File: src/rtl/wb_icu186_pkg.sv
// Shared constants for the 80186-style interrupt control unit: register map,
// source ordering, control-register fields and reset values.
package icu186_pkg;

    localparam int NSRC  = 5;
    localparam int CON_W = 5;

    // Source index order doubles as the fixed tie-break order.
    typedef enum logic [2:0] {
        SRC_TMR = 3'd0,
        SRC_I0  = 3'd1,
        SRC_I1  = 3'd2,
        SRC_I2  = 3'd3,
        SRC_I3  = 3'd4
    } src_e;

    // Word offsets within the 0xFF20 block.
    localparam logic [3:0] ADR_EOI    = 4'h1;
    localparam logic [3:0] ADR_MASK   = 4'h4;
    localparam logic [3:0] ADR_PRIMSK = 4'h5;
    localparam logic [3:0] ADR_INSERV = 4'h6;
    localparam logic [3:0] ADR_REQST  = 4'h7;
    localparam logic [3:0] ADR_INTSTS = 4'h8;
    localparam logic [3:0] ADR_TCUCON = 4'h9;
    localparam logic [3:0] ADR_I0CON  = 4'hC;
    localparam logic [3:0] ADR_I1CON  = 4'hD;
    localparam logic [3:0] ADR_I2CON  = 4'hE;
    localparam logic [3:0] ADR_I3CON  = 4'hF;

    localparam int CON_MSK = 3;
    localparam int CON_LTM = 4;

    localparam logic [CON_W-1:0] CON_RST    = 5'h0F;
    localparam logic [2:0]       PRIMSK_RST = 3'd7;

    // Register bit map: [0]=timer, [7:4]=int3..int0.
    function automatic logic [15:0] map16(input logic [NSRC-1:0] v);
        return {8'h00, v[4:1], 3'b000, v[0]};
    endfunction

    function automatic logic [NSRC-1:0] unmap16(input logic [15:0] d);
        return {d[7:4], d[0]};
    endfunction

endpackage

File: src/rtl/wb_icu186_sync_edge.sv
// Multi-flop synchroniser for an asynchronous request line with a
// rising-edge pulse on the synchronised level.
module icu_sync_edge #(
    parameter int SYNC_STAGES = 2
) (
    input  logic clk,
    input  logic rst,
    input  logic din,
    output logic level,
    output logic rise
);

    logic [SYNC_STAGES-1:0] sync;
    logic                   prev;

    always_ff @(posedge clk or posedge rst) begin
        if (rst) begin
            sync <= '0;
            prev <= 1'b0;
        end else begin
            sync <= {sync[SYNC_STAGES-2:0], din};
            prev <= sync[SYNC_STAGES-1];
        end
    end

    assign level = sync[SYNC_STAGES-1];
    assign rise  = sync[SYNC_STAGES-1] & ~prev;

endmodule

File: src/rtl/wb_icu186.sv
// 80186-style interrupt control unit on a Wishbone slave port: collects
// timer, int0..int3 and NMI requests, arbitrates and supplies the vector.
module wb_icu186
    import icu186_pkg::*;
#(
    parameter int SYNC_STAGES  = 2,
    parameter int TMR_VEC      = 8,
    parameter int INT_VEC_BASE = 12,
    parameter int NMI_VEC      = 2
) (
    input  logic        clk,
    input  logic        rst,
    input  logic [3:0]  wb_adr_i,
    input  logic [15:0] wb_dat_i,
    output logic [15:0] wb_dat_o,
    input  logic [1:0]  wb_sel_i,
    input  logic        wb_we_i,
    input  logic        wb_stb_i,
    input  logic        wb_cyc_i,
    output logic        wb_ack_o,
    input  logic [3:0]  irq_i,
    input  logic        tmr_irq_i,
    input  logic        nmi_i,
    output logic        intr_o,
    input  logic        inta_i,
    output logic        nmi_o,
    input  logic        nmia_i,
    output logic [7:0]  vec_o
);

    logic [CON_W-1:0] con [NSRC];
    logic [2:0]       primsk;
    logic [NSRC-1:0]  inserv, reqst, inserv_n, reqst_n, msk;
    logic [NSRC-1:0]  src_lvl, src_rise, eoi_clr, wd_map;
    logic [3:0]       irq_lvl, irq_rise;
    logic             nmi_rise, nmi_level_unused;
    logic [6:0]       wb_dat_hi_unused;
    logic             served, acc, wr, wr_lo;
    logic             inta_prev, inta_rise, inta_act;
    logic [7:0]       vec_lat;
    logic             nmi_pend;
    logic             win_vld, isr_vld, intr_next;
    logic [2:0]       win_idx, win_pr, isr_idx, isr_pr;
    logic [3:0]       isr_lim;
    logic [15:0]      rdata;

    function automatic logic [7:0] src_vec(input logic [2:0] s);
        if (src_e'(s) == SRC_TMR)
            return 8'(TMR_VEC);
        return 8'(INT_VEC_BASE) + 8'(s) - 8'd1;
    endfunction

    for (genvar i = 0; i < 4; i++) begin : g_irq_sync
        icu_sync_edge #(.SYNC_STAGES(SYNC_STAGES)) u_sync (
            .clk   (clk),
            .rst   (rst),
            .din   (irq_i[i]),
            .level (irq_lvl[i]),
            .rise  (irq_rise[i])
        );
    end

    icu_sync_edge #(.SYNC_STAGES(SYNC_STAGES)) u_nmi_sync (
        .clk   (clk),
        .rst   (rst),
        .din   (nmi_i),
        .level (nmi_level_unused),
        .rise  (nmi_rise)
    );

    // The timer request is already synchronous; its pulse is its own edge.
    assign src_lvl          = {irq_lvl, tmr_irq_i};
    assign src_rise         = {irq_rise, tmr_irq_i};
    assign wd_map           = unmap16(wb_dat_i);
    assign wb_dat_hi_unused = wb_dat_i[14:8];

    // A new access needs stb/cyc to drop after each ack.
    assign acc       = wb_stb_i & wb_cyc_i & ~served & ~wb_ack_o;
    assign wr        = acc & wb_we_i;
    assign wr_lo     = wr & wb_sel_i[0];
    assign inta_rise = inta_i & ~inta_prev;

    always_comb begin
        win_vld = 1'b0;
        win_idx = 3'd0;
        win_pr  = 3'd7;
        isr_vld = 1'b0;
        isr_idx = 3'd0;
        isr_pr  = 3'd7;
        for (int s = 0; s < NSRC; s++) begin
            msk[s] = con[s][CON_MSK];
            if (reqst[s] && !con[s][CON_MSK] && (!win_vld || con[s][2:0] < win_pr)) begin
                win_vld = 1'b1;
                win_idx = 3'(s);
                win_pr  = con[s][2:0];
            end
            if (inserv[s] && (!isr_vld || con[s][2:0] < isr_pr)) begin
                isr_vld = 1'b1;
                isr_idx = 3'(s);
                isr_pr  = con[s][2:0];
            end
        end
        isr_lim   = isr_vld ? {1'b0, isr_pr} : 4'd8;
        intr_next = win_vld && (win_pr < primsk) && ({1'b0, win_pr} < isr_lim);
    end

    always_comb begin
        eoi_clr = '0;
        if (wr && wb_adr_i == ADR_EOI) begin
            if (wb_sel_i[1] && wb_dat_i[15]) begin
                if (isr_vld)
                    eoi_clr[isr_idx] = 1'b1;
            end else if (wb_sel_i[0]) begin
                for (int s = 0; s < NSRC; s++)
                    if (src_vec(3'(s)) == {3'b000, wb_dat_i[4:0]})
                        eoi_clr[s] = 1'b1;
            end
        end
    end

    // EOI lands before the acknowledge sets the new in-service bit;
    // hardware request edges override CPU writes to REQST.
    always_comb begin
        inserv_n = inserv;
        if (wr_lo && wb_adr_i == ADR_INSERV)
            inserv_n = wd_map;
        inserv_n = inserv_n & ~eoi_clr;
        if (inta_rise && win_vld)
            inserv_n[win_idx] = 1'b1;
        reqst_n = reqst;
        for (int s = 0; s < NSRC; s++) begin
            if (con[s][CON_LTM]) begin
                reqst_n[s] = src_lvl[s];
            end else begin
                if (wr_lo && wb_adr_i == ADR_REQST)
                    reqst_n[s] = wd_map[s];
                if (inta_rise && win_vld && win_idx == 3'(s))
                    reqst_n[s] = 1'b0;
                if (src_rise[s])
                    reqst_n[s] = 1'b1;
            end
        end
    end

    always_comb begin
        unique case (wb_adr_i)
            ADR_MASK:   rdata = map16(msk);
            ADR_PRIMSK: rdata = {13'd0, primsk};
            ADR_INSERV: rdata = map16(inserv);
            ADR_REQST:  rdata = map16(reqst);
            ADR_TCUCON: rdata = {11'd0, con[0]};
            ADR_I0CON:  rdata = {11'd0, con[1]};
            ADR_I1CON:  rdata = {11'd0, con[2]};
            ADR_I2CON:  rdata = {11'd0, con[3]};
            ADR_I3CON:  rdata = {11'd0, con[4]};
            default:    rdata = 16'h0000;
        endcase
    end

    always_ff @(posedge clk or posedge rst) begin
        if (rst) begin
            wb_ack_o <= 1'b0;
            served   <= 1'b0;
            wb_dat_o <= 16'h0000;
        end else begin
            wb_ack_o <= acc;
            served   <= wb_stb_i & wb_cyc_i & (served | wb_ack_o);
            wb_dat_o <= (acc && !wb_we_i) ? rdata : 16'h0000;
        end
    end

    always_ff @(posedge clk or posedge rst) begin
        if (rst) begin
            for (int s = 0; s < NSRC; s++)
                con[s] <= CON_RST;
            primsk <= PRIMSK_RST;
        end else if (wr_lo) begin
            case (wb_adr_i)
                ADR_MASK:
                    for (int s = 0; s < NSRC; s++)
                        con[s][CON_MSK] <= wd_map[s];
                ADR_PRIMSK: primsk <= wb_dat_i[2:0];
                ADR_TCUCON: con[0] <= wb_dat_i[4:0];
                ADR_I0CON:  con[1] <= wb_dat_i[4:0];
                ADR_I1CON:  con[2] <= wb_dat_i[4:0];
                ADR_I2CON:  con[3] <= wb_dat_i[4:0];
                ADR_I3CON:  con[4] <= wb_dat_i[4:0];
                default: ;
            endcase
        end
    end

    always_ff @(posedge clk or posedge rst) begin
        if (rst) begin
            inserv    <= '0;
            reqst     <= '0;
            intr_o    <= 1'b0;
            inta_prev <= 1'b0;
            inta_act  <= 1'b0;
            vec_lat   <= 8'h00;
        end else begin
            inserv    <= inserv_n;
            reqst     <= reqst_n;
            intr_o    <= intr_next & ~inta_rise;
            inta_prev <= inta_i;
            if (inta_rise) begin
                inta_act <= 1'b1;
                vec_lat  <= win_vld ? src_vec(win_idx) : 8'(INT_VEC_BASE + 7);
            end else if (!inta_i) begin
                inta_act <= 1'b0;
            end
        end
    end

    // An NMI edge seen during its own acknowledge is replayed afterwards.
    always_ff @(posedge clk or posedge rst) begin
        if (rst) begin
            nmi_o    <= 1'b0;
            nmi_pend <= 1'b0;
        end else if (nmia_i) begin
            nmi_o <= 1'b0;
            if (nmi_rise)
                nmi_pend <= 1'b1;
        end else if (nmi_rise || nmi_pend) begin
            nmi_o    <= 1'b1;
            nmi_pend <= 1'b0;
        end
    end

    assign vec_o = nmia_i              ? 8'(NMI_VEC) :
                   (inta_act & inta_i) ? vec_lat     : 8'h00;

endmodule

File: config.mk
export PLATFORM = sky130hd
export DESIGN_NAME = wb_icu186
export DESIGN_NICKNAME = d
export VERILOG_FILES = /design/src/rtl/wb_icu186_pkg.sv /design/src/rtl/wb_icu186_sync_edge.sv /design/src/rtl/wb_icu186.sv
export SDC_FILE = /design/constraint.sdc
export NUM_CORES = 1
export LEC_CHECK = 0
export BUFFER_PORTS_ARGS = -buffer_cell sky130_fd_sc_hd__clkbuf_2
export CORE_MARGIN = 2
export CORE_UTILIZATION = 40
export CTS_CLUSTER_DIAMETER = 40
export DETAILED_ROUTE_END_ITERATION = 6
export SKIP_LAST_GASP = 1
export SLEW_MARGIN = 5
export SYNTH_ARGS = -nofsm -noshare
export SYNTH_HDL_FRONTEND = slang
export SYNTH_HIERARCHICAL = 1
export SYNTH_SLANG_ARGS = --single-unit
File: constraint.sdc
create_clock -name clk -period 7.55 [get_ports clk]
set_input_delay 1.51 -clock clk [delete_from_list [all_inputs] [get_ports clk]]
set_output_delay 1.51 -clock clk [all_outputs]
set_load 0.01 [all_outputs]
==> summary.md, run 1 <==
| Metric | Value |
|---|---|
| Status | complete, no violations |
| I/O Pins | 62 |
| Total Wirelength | 14.01 mm |
| Startpoint Class | flip-flop |
| Initial antenna violation count | 0 |
| P_leak | 2.443 nW |
| Antenna viol nets, final | 0 |
| DIE WIDTH | 115.3 um |
| FP Rows | 40 |
| Arr. time, crit path | 7.47 ns |
| Max Root-Sink Buffers | 2 |
| Sequential power share | 24.4% |
| Avg Cell Area, Syn | 9.415 um^2 |
| Fin Hold WS | 0.3524 ns |
| Post-synth ARST share | 100.0% |
| Max VDD drop | 0.0002006 V |
| Comb pwr share | 57.4% |
| Slowest cell on crit path | dfstp_2 |
| Slowest cell delay on critical path | 0.62 ns |
| Vias in the first global route | 4174 |
| Peak Freq | 138.7 MHz |
| IO Port Bufs | 43 |
| Global route overflow | 0 |
| Setup-failing EPs final | 0 |
| Synth cell types | 77 |
| Diodes inserted | 0 |
| Clock Root Buffer | clkbuf_16 |
| Clock power share | 18.2% |
| Tot GR Track Use | 21.70% |
| Share of layout cells above drive strength 1 | 28.69% |
| Final Skew | 0.008022 ns |
| Final Core Density | 47.60% |
| Initial core utilization | 41.06% |
| Gate Count Post-Synth | 526 |
| Post-synth EDFFs | 0 |
| Worst EP required | 7.82 ns |
| Placeable Area | 0.01206 mm^2 |
| Tcrit/Tclk final | 95.47% |
| # clock sinks | 73 |
| Post-synthesis cell area | 0.004952 mm^2 |
| Nature of the critical path endpoint | flip-flop |
| Largest net degree at the start of global routing | 59 |
| Relative slew slack | 46.09% |
| Routed vias | 4320 |
| DRT iter0 DRCs | 300 |
| Most common cell on crit path | ha_1 |
| Area grow syn2layout | 15.94% |
| Hold Vio Cnt, Final | 0 |
| 1st-pass router iterations | 6 |
| Die area | 0.01329 mm^2 |
| Post-route DRC | 0 |
| H-Tree Depth | 3 |
| Warnings from Yosys | 6 |
| Die height | 115.3 um |
| Final Max Slew Viols | 0 |
| Post-synthesis sequential area ratio | 37.47% |
| First-pass GRT wire length | 22.14 mm |
| TritonCTS clock tree | built |
| Yosys reg bits | 73 |
| Max Cap Viol | 0 |
| # nets final | 629 |
| DP Wirelength | 10.61 mm |
| Setup CP Type | flip-flop to flip-flop |
| Total CTS buffers | 9 |
| Via density | 5.760 |
| PwrDens | 374.3 mW/mm^2 |
| Worst hold path class | flip-flop to flip-flop |
| Register clock-pin slew on the reported worst setup and hold paths | 0.06 ns |
| Main synth FF type | dfrtp_1 |
| Internal power | 1.241 mW |
| Wire length per cell | 18.67 um |
| Cts hold-fix bufs | 0 |
| Crit-path max FO | 8 |
| Skew-Pair Late Insertion Delay | 0.34 ns |
| Psw | 0.9083 mW |
| Routability congestion estimate | 0.9341 |
| Worst Max-Slew Pin Slew | 0.8070 ns |
| Tmin final | 7.208 ns |
| Sw Share | 42.26% |
timing repair:
action	in CTS	in global routing
buffers inserted	0	3
resized for setup	1	16
pin swaps	0	3
setup endpoints to repair	1	1
flip-flops by register name, summed over array words and instances, names as in the netlist, 2 cells and up:
name	flops
primsk	3
vec_lat	5
wb_dat_o	8
g_irq_sync.u_sync/sync	8
g_irq_sync.u_sync/prev	4
inserv	5
reqst	5
con	25
u_nmi_sync/sync	2
metal layers:
layer	track usage, %	vias up	share of wire [%]
met3	3.163	36	4.7
met5	0	-	0
li1	-	2023	-
met2	35.29	154	48
met1	28.95	2107	44
met4	9.317	0	3.1
cell type report:
class	instances	area (um^2)
flip-flops and latches	73	1856
well taps	168	210.2
repair buffers	63	365.4
clock inverters	6	43.79
inverters	27	101.3
clock buffers	10	239.0
multi-input cells	403	2927
fillers	1125	6320
cells in the final DEF (no fill, tap or decap), types with 4 or more instances in the layout:
| cell type | instances |
|---|---|
| nor3_1 | 7 |
| o22ai_1 | 8 |
| nand3_1 | 9 |
| clkbuf_16 | 9 |
| nor3b_1 | 6 |
| ha_1 | 17 |
| a21oi_1 | 35 |
| conb_1 | 11 |
| clkbuf_2 | 43 |
| nor2b_4 | 5 |
| dfrtp_1 | 50 |
| o211ai_1 | 7 |
| a22oi_1 | 4 |
| or2_2 | 5 |
| nand2b_1 | 13 |
| nand2_1 | 39 |
| nor2_1 | 33 |
| dfstp_2 | 23 |
| and2_1 | 8 |
| a21o_1 | 7 |
| o21a_1 | 9 |
| mux2_2 | 28 |
| nand3b_1 | 5 |
| mux2i_2 | 4 |
| nor2b_1 | 15 |
| inv_1 | 26 |
| buf_4 | 20 |
| o21ai_0 | 23 |
| mux2i_1 | 15 |
| o31ai_1 | 8 |
| or3_1 | 5 |
metrics by stage:
stage | instance area, um^2 | std cells | total power, mW | TNS [ns] | setup WS [ns]
2_1_floorplan | 4990 | 536 | 1.328 | 0 | 0.1007
3_3_place_gp | 5374 | 731 | 1.628 | 0 | 0.1374
3_5_place_dp | 5374 | 731 | 1.663 | 0 | 0.005275
4_1_cts | 5660 | 747 | 2.068 | 0 | 0.02366
5_1_grt | 5742 | 750 | 2.300 | -0.03827 | -0.03827
6_report | 5742 | 750 | 2.149 | 0 | 0.3418
worst paths after layout:
check	startpoint	end	slack [ns]	cells after the start
max	con[16]$_DFFE_PP1P_	intr_o$_DFF_PP0_	0.34	32
min	g_irq_sync[0].u_sync/sync[0]$_DFF_PP0_	g_irq_sync[0].u_sync/sync[1]$_DFF_PP0_	0.35	0
max reg2reg	con[16]$_DFFE_PP1P_	intr_o$_DFF_PP0_	0.34	32
min reg2reg	g_irq_sync[0].u_sync/sync[0]$_DFF_PP0_	g_irq_sync[0].u_sync/sync[1]$_DFF_PP0_	0.35	0
max in group asynchronous	rst	reqst[1]$_DFFE_PP0P_	5.62	3
min in group asynchronous	rst	g_irq_sync[1].u_sync/sync[1]$_DFF_PP0_	1.09	2
power groups by stage:
| stage | combinational, mW | sequential, mW | clock (mW) |
|---|---|---|---|
| after floorplan | 0.831 | 0.498 | 0 |
| after global placement | 1.10 | 0.527 | 0 |
| after detailed placement | 1.14 | 0.527 | 0 |
| after CTS | 1.15 | 0.521 | 0.402 |
| after global routing | 1.35 | 0.530 | 0.417 |
| final | 1.23 | 0.524 | 0.392 |
logic make-up after synthesis:
| family | after synthesis | share of synthesized area (%) |
|---|---|---|
| and+or+nand+nor | 172 | 19.86 |
| adders and majority gates | 17 | 4.295 |
| muxes | 47 | 10.28 |
| DFF | 73 | 37.47 |
| AOI/OAI and AO/OA | 156 | 22.56 |
| buffers and inverters | 60 | 5.457 |
| other | 1 | 0.07572 |
synth_stat cells, types with 9 or more instances:
library cell  number  area, um^2
mux2_2            28       315.3
o21a_1             9       67.56
nand2b_1          13       81.33
clkbuf_1          18       67.56
inv_1             27       101.4
o21ai_0           25       125.1
nand2_1           39       146.4
dfrtp_1           50        1251
ha_1              17       212.7
nand3_1            9       45.04
buf_4             11       82.58
nor2_1            33       123.9
a21oi_1           36       180.2
nor2b_1           15       93.84
dfstp_2           23       604.3
mux2i_1           18       180.2
critical path: cells and delay by family (launching register included):
family / cells / cell delay (ns)
DFF: 1 / 0.62
buffers and inverters: 3 / 0.32
AOI/OAI and AO/OA: 14 / 2.57
and+or+nand+nor: 10 / 2.25
adders and majority gates: 4 / 1.13
muxes: 1 / 0.26
Power figures use the tool's default switching activity.
==> inputs of run 2 (changes only) <==
Settings changed: BUFFER_PORTS_ARGS -buffer_cell sky130_fd_sc_hd__clkbuf_2 to default, DONT_BUFFER_PORTS from default to 1.
Clock period 7.55 ns to 6.5 ns, I/O delays scaled along.
==> summary.md, run 2 (synthesized netlist as in run 1, its figures left out) <==
| Metric | Value |
|---|---|
| Global route overflow | 0 (unchanged) |
| Startpoint Class | flip-flop |
| Slowest cell on crit path | dfstp_2 |
| Routability congestion estimate | 0.9292 (-0.52%) |
| Hold Vio Cnt, Final | 0 (unchanged) |
| Largest net degree at the start of global routing | 59 (unchanged) |
| Vias in the first global route | 4351 (+4.2%) |
| Total CTS buffers | 9 (unchanged) |
| Die height | 115.3 um (unchanged) |
| Reg2reg start | con[23]$_DFFE_PP1P_ |
| Crit-path max FO | 4 (-4) |
| Total Wirelength | 14.22 mm (+1.5%) |
| Biggest regs | con: 25 flops, g_irq_sync.u_sync/sync: 8 flops, wb_dat_o: 8 flops |
| I/O Pins | 62 (unchanged) |
| Dpl cells | 729 (-0.27%) |
| Worst R2R Setup Slack | -0.32 ns (-0.66 ns) |
| 1st-pass router iterations | 7 (+1) |
| Initial antenna violation count | 0 (unchanged) |
| H-Tree Depth | 3 (unchanged) |
| FF/Latch Area | 0.001856 mm^2 (unchanged) |
| Status | finished, violations left |
| Final Skew | 0.01200 ns (+0.003976 ns) |
| DP Area | 0.005562 mm^2 (+3.5%) |
| Final worst slack | -0.3175 ns (-0.6593 ns) |
| First-pass GRT wire length | 22.66 mm (+2.4%) |
| Arr. time, crit path | 7.08 ns (-0.39 ns) |
| Diodes inserted | 0 (unchanged) |
| Initial core utilization | 41.06% (unchanged) |
| Worst EP required | 6.76 ns (-1.06 ns) |
| Routed vias | 4317 (-0.069%) |
| Clock Root Buffer | clkbuf_16 |
| Die area | 0.01329 mm^2 (unchanged) |
| Antenna viol nets, final | 0 (unchanged) |
| Crit Reg-Reg Endpoint | intr_o$_DFF_PP0_ |
| Most common cell on crit path | ha_1 |
| Wire length per cell | 18.79 um (+0.61%) |
| Post-route DRC | 0 (unchanged) |
| Max FFs per register | 25 (unchanged) |
| Area grow syn2layout | 22.18% |
| Setup TNS | -0.4171 ns (-0.4171 ns) |
| TritonCTS clock tree | built |
| IO Port Bufs | 0 (-100%) |
| Finished Layout Cells | 757 (+0.93%) |
| P_leak | 2.515 nW (+3.0%) |
| Worst hold path class | flip-flop to flip-flop |
| DIE WIDTH | 115.3 um (unchanged) |
| Setup-failing EPs final | 2 (+2) |
| Nature of the critical path endpoint | flip-flop |
| Tot GR Track Use | 22.14% (+0.43 points) |
| Hold wc startpoint | g_irq_sync[3].u_sync/sync[0]$_DFF_PP0_ |
| Critical path buffer and inverter count | 2 (-1) |
| Multi-input logic area | 0.003075 mm^2 (+5.1%) |
| Worst Max-Slew Pin Slew | 0.7252 ns (-0.08175 ns) |
| Register clock-pin slew on the reported worst setup and hold paths | 0.06 ns (about the same) |
| Setup CP Type | flip-flop to flip-flop |
| # nets final | 636 (+1.1%) |
| PwrDens | 481.7 mW/mm^2 (+29%) |
| Commonest cells after routing, fill and taps aside | buf_4, dfrtp_1, nand2_1 |
| Max Root-Sink Buffers | 2 (unchanged) |
| Slowest cell delay on critical path | 0.52 ns (-0.10 ns) |
| Placeable Area | 0.01206 mm^2 (unchanged) |
| Commonest non-fill, non-tap cell in the layout | buf_4 |
| CP delay by family, top | compound AO/OA/AOI/OAI gates |
| Skew-Pair Late Insertion Delay | 0.34 ns (about the same) |
| DP Wirelength | 10.87 mm (+2.5%) |
| DRT iter0 DRCs | 262 (-13%) |
| Relative slew slack | 51.65% (+5.6 points) |
| Share of layout cells above drive strength 1 | 32.94% (+4.2 points) |
| Peak Freq | 146.7 MHz (+5.7%) |
| Endpoint, Worst Hold | g_irq_sync[3].u_sync/sync[1]$_DFF_PP0_ |
| Fin Hold WS | 0.3537 ns (+0.001259 ns) |
| Tcrit/Tclk final | 104.9% (+9.4 points) |
| Register with the most flip-flops | con |
| Hold Path Stages | 0 (unchanged) |
| Via density | 5.703 (-0.99%) |
| Tmin final | 6.817 ns (-0.3907 ns) |
| R2R depth | 33 (+3.1%) |
| Post-route cell area | 0.006051 mm^2 (+5.4%) |
| FP Rows | 40 (unchanged) |
| Fillcell total | 1108 (-1.5%) |
| Failing checks | setup timing |
| Final Core Density | 50.17% (+2.6 points) |
| # clock sinks | 73 (unchanged) |
| Max Cap Viol | 0 (unchanged) |
| RSZ-0062 raised after global routing | true |
| Final Max Slew Viols | 0 (unchanged) |
| Max VDD drop | 0.0002336 V (+16%) |
run 2: changes by cell type in the layout (fill, tap and decap cells not counted), moves of 3 or more:
cell / before / now
a21oi_1: 35 / 32
clkbuf_2: 43 / 0
o21ai_1: 1 / 4
o21ai_0: 23 / 20
buf_4: 20 / 69
run 2: area by class of cell:
cell class	instances	area share, %
multi-input combinational	403	50.83
sequential	73	30.67
timing repair buffer	70	8.747
clock buffer	9	3.722
tap	168	3.474
inverter	27	1.675
clock inverter	7	0.8892
run 2: worst max-delay path by stage:
stage                     slack (ns)           startpoint  cells past startpoint                to
after floorplan                 -0.1  con[23]$_DFFE_PP1P_                     34  intr_o$_DFF_PP0_
after global placement         -0.25  con[23]$_DFFE_PP1P_                     33  intr_o$_DFF_PP0_
after detailed placement       -0.36  con[23]$_DFFE_PP1P_                     33  intr_o$_DFF_PP0_
after CTS                      -0.26  con[23]$_DFFE_PP1P_                     33  intr_o$_DFF_PP0_
after global routing           -0.64  con[23]$_DFFE_PP1P_                     33  intr_o$_DFF_PP0_
final                          -0.32  con[23]$_DFFE_PP1P_                     33  intr_o$_DFF_PP0_
run 2: routing by layer:
metal / global-route usage, % / wire length (um) / vias up
met5: 0 / 0 / -
met4: 6.586 / 232 / 0
met3: 2.952 / 779 / 20
met2: 38.43 / 7172 / 149
met1: 28.85 / 6037 / 2109
li1: - / - / 2039
run 2: repair_timing:
item,in CTS,in global routing
gates resized for setup,9,20
setup endpoints to repair,1,8
cloned,0,0
hold buffers,0,0
pin swaps,2,19
buffers inserted,2,10
run 2: per-stage QoR:
stage               setup slack (ns)  total power, mW
global route                 -0.6428            3.124
detailed placement           -0.3644            2.245
finish                       -0.3175            2.915
floorplan                   -0.09728            1.627
global placement             -0.2503            2.200
CTS                          -0.2563            2.763
run 2: report_power, final:
part	internal, mW	total (mW)	switching [mW]
Sequential	0.529	0.598	0.0692
Clock	0.260	0.452	0.192
Combinational	0.950	1.86	0.914
run 2: worst register-to-register path: cells and delay by family, from the launching register on:
family / cells / cell delay [ns]
buf+inv: 2 / 0.13
compound gates: 13 / 2.39
flops: 1 / 0.52
fa+ha+maj: 5 / 1.44
mux: 4 / 1.02
simple gates: 9 / 1.25
